--- src/rtl/nanov_alu_seq_if.sv ---
// Request/response handshake bundle between a client and the nanoV ALU sequencer.
interface nanov_alu_seq_if #(
  parameter int XLEN = 32
);
  logic            in_valid;
  logic            in_ready;
  logic [3:0]      in_op;
  logic [XLEN-1:0] in_a;
  logic [XLEN-1:0] in_b;
  logic            out_valid;
  logic            out_ready;
  logic [XLEN-1:0] out_result;

  modport master (
    output in_valid, in_op, in_a, in_b, out_ready,
    input  in_ready, out_valid, out_result
  );

  modport slave (
    input  in_valid, in_op, in_a, in_b, out_ready,
    output in_ready, out_valid, out_result
  );
endinterface

--- src/rtl/nanov_alu_seq.sv ---
// Operand/result sequencer for the nanoV bit-serial ALU: streams operands LSB-first,
// carries between bits, and assembles a parallel result.
//
// state   | meaning
// --------+----------------------------------------------------------
// ST_IDLE | waiting for a request, in_ready high
// ST_RUN  | one operand bit per clock into the serial ALU
// ST_DONE | result held on out_result until out_ready
module nanov_alu_seq #(
  parameter int XLEN  = 32,
  parameter int CNT_W = 5
) (
  input  logic               clk,
  input  logic               rstn,
  nanov_alu_seq_if.slave     bus,
  output logic [3:0]         alu_op,
  output logic               alu_a,
  output logic               alu_b,
  output logic               alu_cy_in,
  input  logic               alu_d,
  input  logic               alu_cy_out,
  input  logic               alu_lts
);

  typedef enum logic [1:0] {
    ST_IDLE = 2'd0,
    ST_RUN  = 2'd1,
    ST_DONE = 2'd2
  } state_t;

  localparam logic [CNT_W-1:0] LAST_BIT = CNT_W'(XLEN - 1);

  state_t            state_q, state_d;
  logic              in_ready_q, in_ready_d;
  logic              out_valid_q, out_valid_d;
  logic [3:0]        op_q, op_d;
  logic [XLEN-1:0]   a_q, a_d;
  logic [XLEN-1:0]   b_q, b_d;
  logic [XLEN-1:0]   res_q, res_d;
  logic [CNT_W-1:0]  cnt_q, cnt_d;
  logic              cy_q, cy_d;

  always_comb begin
    state_d     = state_q;
    in_ready_d  = in_ready_q;
    out_valid_d = out_valid_q;
    op_d        = op_q;
    a_d         = a_q;
    b_d         = b_q;
    res_d       = res_q;
    cnt_d       = cnt_q;
    cy_d        = cy_q;
    case (state_q)
      ST_IDLE: begin
        if (bus.in_valid) begin
          state_d    = ST_RUN;
          in_ready_d = 1'b0;
          op_d       = bus.in_op;
          a_d        = bus.in_a;
          b_d        = bus.in_b;
          cnt_d      = '0;
          // Subtract-type ops (SUB/SLT/SLTU) form a + ~b + 1, so seed carry with 1.
          cy_d       = bus.in_op[1] | bus.in_op[3];
        end
      end
      ST_RUN: begin
        cy_d  = alu_cy_out;
        res_d = {alu_d, res_q[XLEN-1:1]};
        a_d   = a_q >> 1;
        b_d   = b_q >> 1;
        cnt_d = cnt_q + CNT_W'(1);
        if (cnt_q == LAST_BIT) begin
          state_d     = ST_DONE;
          out_valid_d = 1'b1;
          cnt_d       = '0;
          // Compares are decided on the sign bit: signed from the ALU, unsigned from borrow.
          if (op_q[2:0] == 3'b010) begin
            res_d = {{(XLEN-1){1'b0}}, alu_lts};
          end else if (op_q[2:0] == 3'b011) begin
            res_d = {{(XLEN-1){1'b0}}, ~alu_cy_out};
          end
        end
      end
      ST_DONE: begin
        if (bus.out_ready) begin
          state_d     = ST_IDLE;
          out_valid_d = 1'b0;
          in_ready_d  = 1'b1;
        end
      end
      default: begin
        state_d     = ST_IDLE;
        in_ready_d  = 1'b1;
        out_valid_d = 1'b0;
      end
    endcase
  end

  always_ff @(posedge clk or negedge rstn) begin
    if (!rstn) begin
      state_q     <= ST_IDLE;
      in_ready_q  <= 1'b1;
      out_valid_q <= 1'b0;
      op_q        <= '0;
      a_q         <= '0;
      b_q         <= '0;
      res_q       <= '0;
      cnt_q       <= '0;
      cy_q        <= 1'b0;
    end else begin
      state_q     <= state_d;
      in_ready_q  <= in_ready_d;
      out_valid_q <= out_valid_d;
      op_q        <= op_d;
      a_q         <= a_d;
      b_q         <= b_d;
      res_q       <= res_d;
      cnt_q       <= cnt_d;
      cy_q        <= cy_d;
    end
  end

  assign bus.in_ready   = in_ready_q;
  assign bus.out_valid  = out_valid_q;
  assign bus.out_result = res_q;

  assign alu_op    = op_q;
  assign alu_a     = (state_q == ST_RUN) & a_q[0];
  assign alu_b     = (state_q == ST_RUN) & b_q[0];
  assign alu_cy_in = (state_q == ST_RUN) & cy_q;

endmodule

--- src/flat_wrapper.sv ---
// flat-port wrapper written by rule: the top's interface ports become plain ports
module nanov_alu_seq_flat 
#(
  parameter int XLEN  = 32,
  parameter int CNT_W = 5
)
  (clk, rstn, alu_op, alu_a, alu_b, alu_cy_in, alu_d, alu_cy_out, alu_lts, bus_in_valid, bus_in_op, bus_in_a, bus_in_b, bus_out_ready, bus_in_ready, bus_out_valid, bus_out_result);
  nanov_alu_seq_if #(.XLEN(XLEN)) bus_i ();
  input  logic clk;
  input  logic rstn;
  output logic [3:0] alu_op;
  output logic alu_a;
  output logic alu_b;
  output logic alu_cy_in;
  input  logic alu_d;
  input  logic alu_cy_out;
  input  logic alu_lts;
  input wire logic [$bits(bus_i.in_valid)-1:0] bus_in_valid;
  input wire logic [$bits(bus_i.in_op)-1:0] bus_in_op;
  input wire logic [$bits(bus_i.in_a)-1:0] bus_in_a;
  input wire logic [$bits(bus_i.in_b)-1:0] bus_in_b;
  input wire logic [$bits(bus_i.out_ready)-1:0] bus_out_ready;
  output wire logic [$bits(bus_i.in_ready)-1:0] bus_in_ready;
  output wire logic [$bits(bus_i.out_valid)-1:0] bus_out_valid;
  output wire logic [$bits(bus_i.out_result)-1:0] bus_out_result;
  assign bus_i.in_valid = bus_in_valid;
  assign bus_i.in_op = bus_in_op;
  assign bus_i.in_a = bus_in_a;
  assign bus_i.in_b = bus_in_b;
  assign bus_i.out_ready = bus_out_ready;
  assign bus_in_ready = bus_i.in_ready;
  assign bus_out_valid = bus_i.out_valid;
  assign bus_out_result = bus_i.out_result;
  nanov_alu_seq #(.XLEN(XLEN), .CNT_W(CNT_W)) u_core (.clk(clk), .rstn(rstn), .bus(bus_i), .alu_op(alu_op), .alu_a(alu_a), .alu_b(alu_b), .alu_cy_in(alu_cy_in), .alu_d(alu_d), .alu_cy_out(alu_cy_out), .alu_lts(alu_lts));
endmodule
--- config.mk ---
export PLATFORM = sky130hd
export DESIGN_NAME = nanov_alu_seq_flat
export DESIGN_NICKNAME = d
export VERILOG_FILES = /design/src/rtl/nanov_alu_seq_if.sv /design/src/rtl/nanov_alu_seq.sv /design/src/flat_wrapper.sv
export SDC_FILE = /design/constraint.sdc
export NUM_CORES = 1
export LEC_CHECK = 0
export CAP_MARGIN = 5
export CORE_ASPECT_RATIO = 1.5
export CORE_MARGIN = 2
export CORE_UTILIZATION = 49
export CTS_BUF_LIST = sky130_fd_sc_hd__clkbuf_4 sky130_fd_sc_hd__clkbuf_8 sky130_fd_sc_hd__clkbuf_16
export DETAILED_ROUTE_END_ITERATION = 6
export GPL_TIMING_DRIVEN = 1
export PLACE_DENSITY = 0.79
export REMOVE_ABC_BUFFERS = 1
export SYNTH_ARGS = -nofsm -noshare
export SYNTH_HDL_FRONTEND = slang
export SYNTH_SLANG_ARGS = --single-unit
--- constraint.sdc ---
create_clock -name clk -period 1.9 [get_ports clk]
set_clock_uncertainty 0.05 [all_clocks]
set_input_delay 0.285 -clock clk [delete_from_list [all_inputs] [get_ports clk]]
set_output_delay 0.285 -clock clk [all_outputs]
set_load 0.01 [all_outputs]
==> results <==
- The flow ran to the end, and the final reports show no timing, DRC or antenna violations.
- Across all hold checks on the routed design, the worst slack comes to 0.364 ns.
- The worst setup path is launched from a register.
- Setup violations remaining at the end of the flow were counted as 0.
- The final-layout setup total negative slack is 0 ns.
- The final route contains ~3500 vias.
- IR analysis of the VDD net gives a maximum drop of 1.11 mV.
- Counting every instance in the synthesized netlist gives ~410.
- The net count reported at finish is 610.
- The initial antenna violation count was 0.
- TritonCTS created 9 clock buffers.
- The port buffer count is 115.
- Entering global routing, the biggest net connects 84 pins.
- TritonCTS built the clock tree.
- After clock tree synthesis, the clock-pin slew on the worst setup and hold paths is 0.07 ns.
- Data on the critical path is required at its endpoint by 2.08 ns.
- The number of register bits inferred by synthesis is between 100 and 150.
- From left edge to right edge, the die measures 84.1 µm.
- In this run, synthesis inferred 0 flip-flops with an integrated enable.
- The relative slew slack is 0.689.
- After synthesis, the most frequently instantiated cells are sky130_fd_sc_hd__dfrtp_1, sky130_fd_sc_hd__nand2_1, sky130_fd_sc_hd__o21ai_1, sky130_fd_sc_hd__mux2i_1, sky130_fd_sc_hd__a22o_1.
- STA puts the critical path data arrival time at ~2.0 ns.
- Yosys attributes the largest share of cell area to sky130_fd_sc_hd__dfrtp_1, sky130_fd_sc_hd__mux2i_1, sky130_fd_sc_hd__o21ai_1.
- The via count of the first global-routing pass is 3529.
- The Yosys warning count is 0.
- The tool flagged a number of max-cap violations equal to 0.
- Summing all placed instances gives a cell area of 0.00603 mm².
- The slew at the pin with the worst max-slew slack is 0.466 ns.
- The DRC violation total after the first TritonRoute iteration is 144.
- The number of failing hold endpoints at the final stage came to 0.
- The placeable core region is 0.00931 mm².
- The CTS sink count is 110.
- For this run, the total global-route usage over all layers was measured as 0.205.
- The die outline height is around 120 µm.
- After layout, the worst setup slack is 0.0648 ns.
- The floorplan step defined a die boundary enclosing ~0.010 mm².
- The clock latency on the worst-skew pair is 0.34 ns.
- The combined flip-flop and latch cell area is 0.00275 mm².
- The most frequent cell after synthesis is sky130_fd_sc_hd__dfrtp_1.
- For this design the static power due to leakage is around 0.0032 µW.
- Setup repair after global routing left no endpoint under its margin.
- The largest fanout on the critical path is 15.
- The power density of the placed cells is 1510 mW/mm².
- The peak clock frequency supported by timing is 0.545 GHz.
- Of the available clock period, the critical path in the final layout requires 0.966.
- For this run, design rule violations remaining after detail routing come to 0.
- The deepest clock path buffer count is 2.
- In the synthesized netlist the async set-or-reset flop fraction comes to 1.00.
- The final count of pins violating max slew is 0.
- The most common flop cell mapped by yosys is sky130_fd_sc_hd__dfrtp_1.
- Once detail routing completed, the nets flagged for antenna violations numbered 0.
- The number of different library cells used by synthesis comes to 31.
- For this run, the register share of the synthesized area comes to 0.584.
- The design draws 9660 µW.
- In this run the worst hold path is classified as in2async.
- The area growth from synthesis to layout is 36.0%.
- The finished cells cover 0.00641 mm².
- At the end of routability-driven placement, the weighted congestion stood at 0.773.
- The first detailed-routing pass took 5 iterations.
- The vias per cell is 5.44.
- The shortest period the worst path allows is 1.84 ns.
- By startpoint and endpoint, the worst setup path is classified as reg2reg.
- The H-tree generated during clock tree synthesis spans 3 levels.
- The post-detailed-route wirelength per cell is 16.1 µm.
- OpenSTA, run right after detailed placement, puts the worst setup slack at -0.459 ns.
- The worst setup path is captured at a register.
- The root buffer cell is sky130_fd_sc_hd__clkbuf_16.
- The average footprint of a synthesized cell is 11.5 µm².
- The filler cells instantiated in the layout total 701.
- The wire length of the first global-routing pass is ~17 mm.
- The final antenna diode count is 0.
- The total number of placement rows is between 40 and 50.
- The wire-length estimate of the detail-placed layout is 6.96 mm.
- The final global-route overflow total is 0.
- The area of the multi-input gates is 0.00183 mm².
- 116 I/O pins were placed.
- The biggest area consumer among synthesized cells is sky130_fd_sc_hd__dfrtp_1.
- The fraction of final layout cells sized beyond drive strength 1 is 0.101.
- The final layout contains routed wiring with a total length of 10.5 mm.
- The share of synthesized area in the top cell type comes to 0.578.
- For this configuration, the core starts out at a cell density of 0.507.
- After synthesis the cells add up to 0.00472 mm².
-- kinds of logic after synthesis --
logic type	Yosys count	synth area share
simple gates	83	0.0729
fa+ha+maj	3	0.00796
mux	66	0.141
flops	110	0.584
buf+inv	35	0.0398
compound gates	114	0.154
-- final timing paths --
kind / start / end / slack (ns) / cells after the start
worst max register to register: u_core.cnt_q[1] / u_core.bus.out_result[1] / 0.06 / 7
min in group clk: u_core.b_q[0] / u_core.b_q[0] / 0.43 / 2
worst min register to register: u_core.b_q[0] / u_core.b_q[0] / 0.43 / 2
worst min-delay path: rstn / u_core.alu_op[0] / 0.36 / 2
max in group asynchronous: rstn / u_core.b_q[28] / 0.82 / 3
worst max-delay path: u_core.cnt_q[1] / u_core.bus.out_result[1] / 0.06 / 7
-- cell usage in the layout, fill, tap and decap left out, drive strengths merged, types with 2 or more instances in the layout --
cell type | Yosys | layout
clkdlybuf4s50 | 0 | 111
dfrtp | 109 | 109
nand2 | 66 | 66
o21ai | 65 | 65
mux2i | 62 | 62
a22o | 36 | 36
buf | 22 | 23
clkbuf | 7 | 10
inv | 6 | 8
nor2 | 4 | 6
a21oi | 4 | 4
mux2 | 4 | 4
and2 | 3 | 3
ha | 3 | 3
nand3 | 2 | 2
a31oi | 2 | 2
o22ai | 2 | 2
nand2b | 2 | 2
nor2b | 2 | 2
o211ai | 2 | 2
dlygate4sd2 | 0 | 2
clkinv | 0 | 2
-- critical path, stage by stage, from the launching register on --
cell                      delay (ns)
sky130_fd_sc_hd__dfrtp_1        0.36
sky130_fd_sc_hd__ha_2           0.19
sky130_fd_sc_hd__inv_2          0.05
sky130_fd_sc_hd__nor3_4         0.21
sky130_fd_sc_hd__ha_2           0.22
sky130_fd_sc_hd__and3b_2        0.29
sky130_fd_sc_hd__nor2_4         0.12
sky130_fd_sc_hd__a22o_1         0.22
-- registers in the layout (all words and copies together), names as in the netlist --
signal                 count
u_core.alu_op              4
u_core.cnt_q               5
u_core.bus.out_valid       1
u_core.bus.in_ready        1
u_core.cy_q                1
u_core.bus.out_result     32
u_core.b_q                32
u_core.state_q             2
u_core.a_q                32
-- timing repair --
action                                  4_1_cts  5_1_grt
gates resized for setup                       8        7
hold endpoints to repair                     27        0
cloned                                        1        1
pin swaps                                     1        5
endpoints found under the setup margin       34       33
buffers inserted                              2        3
hold buffers                                  1        0
-- power by group --
part	switching (µW)	internal (µW)	leakage, µW
registers	654	3350	0.00139
clock network	847	1070	0.000149
logic	1690	2050	0.00164
total	3190	6470	0.00317
-- through the flow --
stage / util / cells
global route: 0.689 / 649
detailed placement: 0.648 / 626
finish: 0.689 / 649
floorplan: - / 382
global placement: 0.648 / 626
CTS: 0.685 / 646
-- area by class of cell --
cell class              count  share of cell area
repair buffers            137               0.212
clock buffers              10              0.0373
multi-input cells         268               0.285
clock inverters             6              0.0107
well taps                 112              0.0218
inverters                   6             0.00351
flip-flops and latches    110               0.429
-- metal layers --
metal,vias up,global-route usage,wire [µm],share of wire
met5,-,0,0,0
met4,0,0.0847,159,0.015
met3,8,0.0431,614,0.059
met2,109,0.337,5290,0.50
met1,1717,0.266,4420,0.42
li1,1695,-,-,-
No activity file was read; power rests on OpenSTA's default activity.
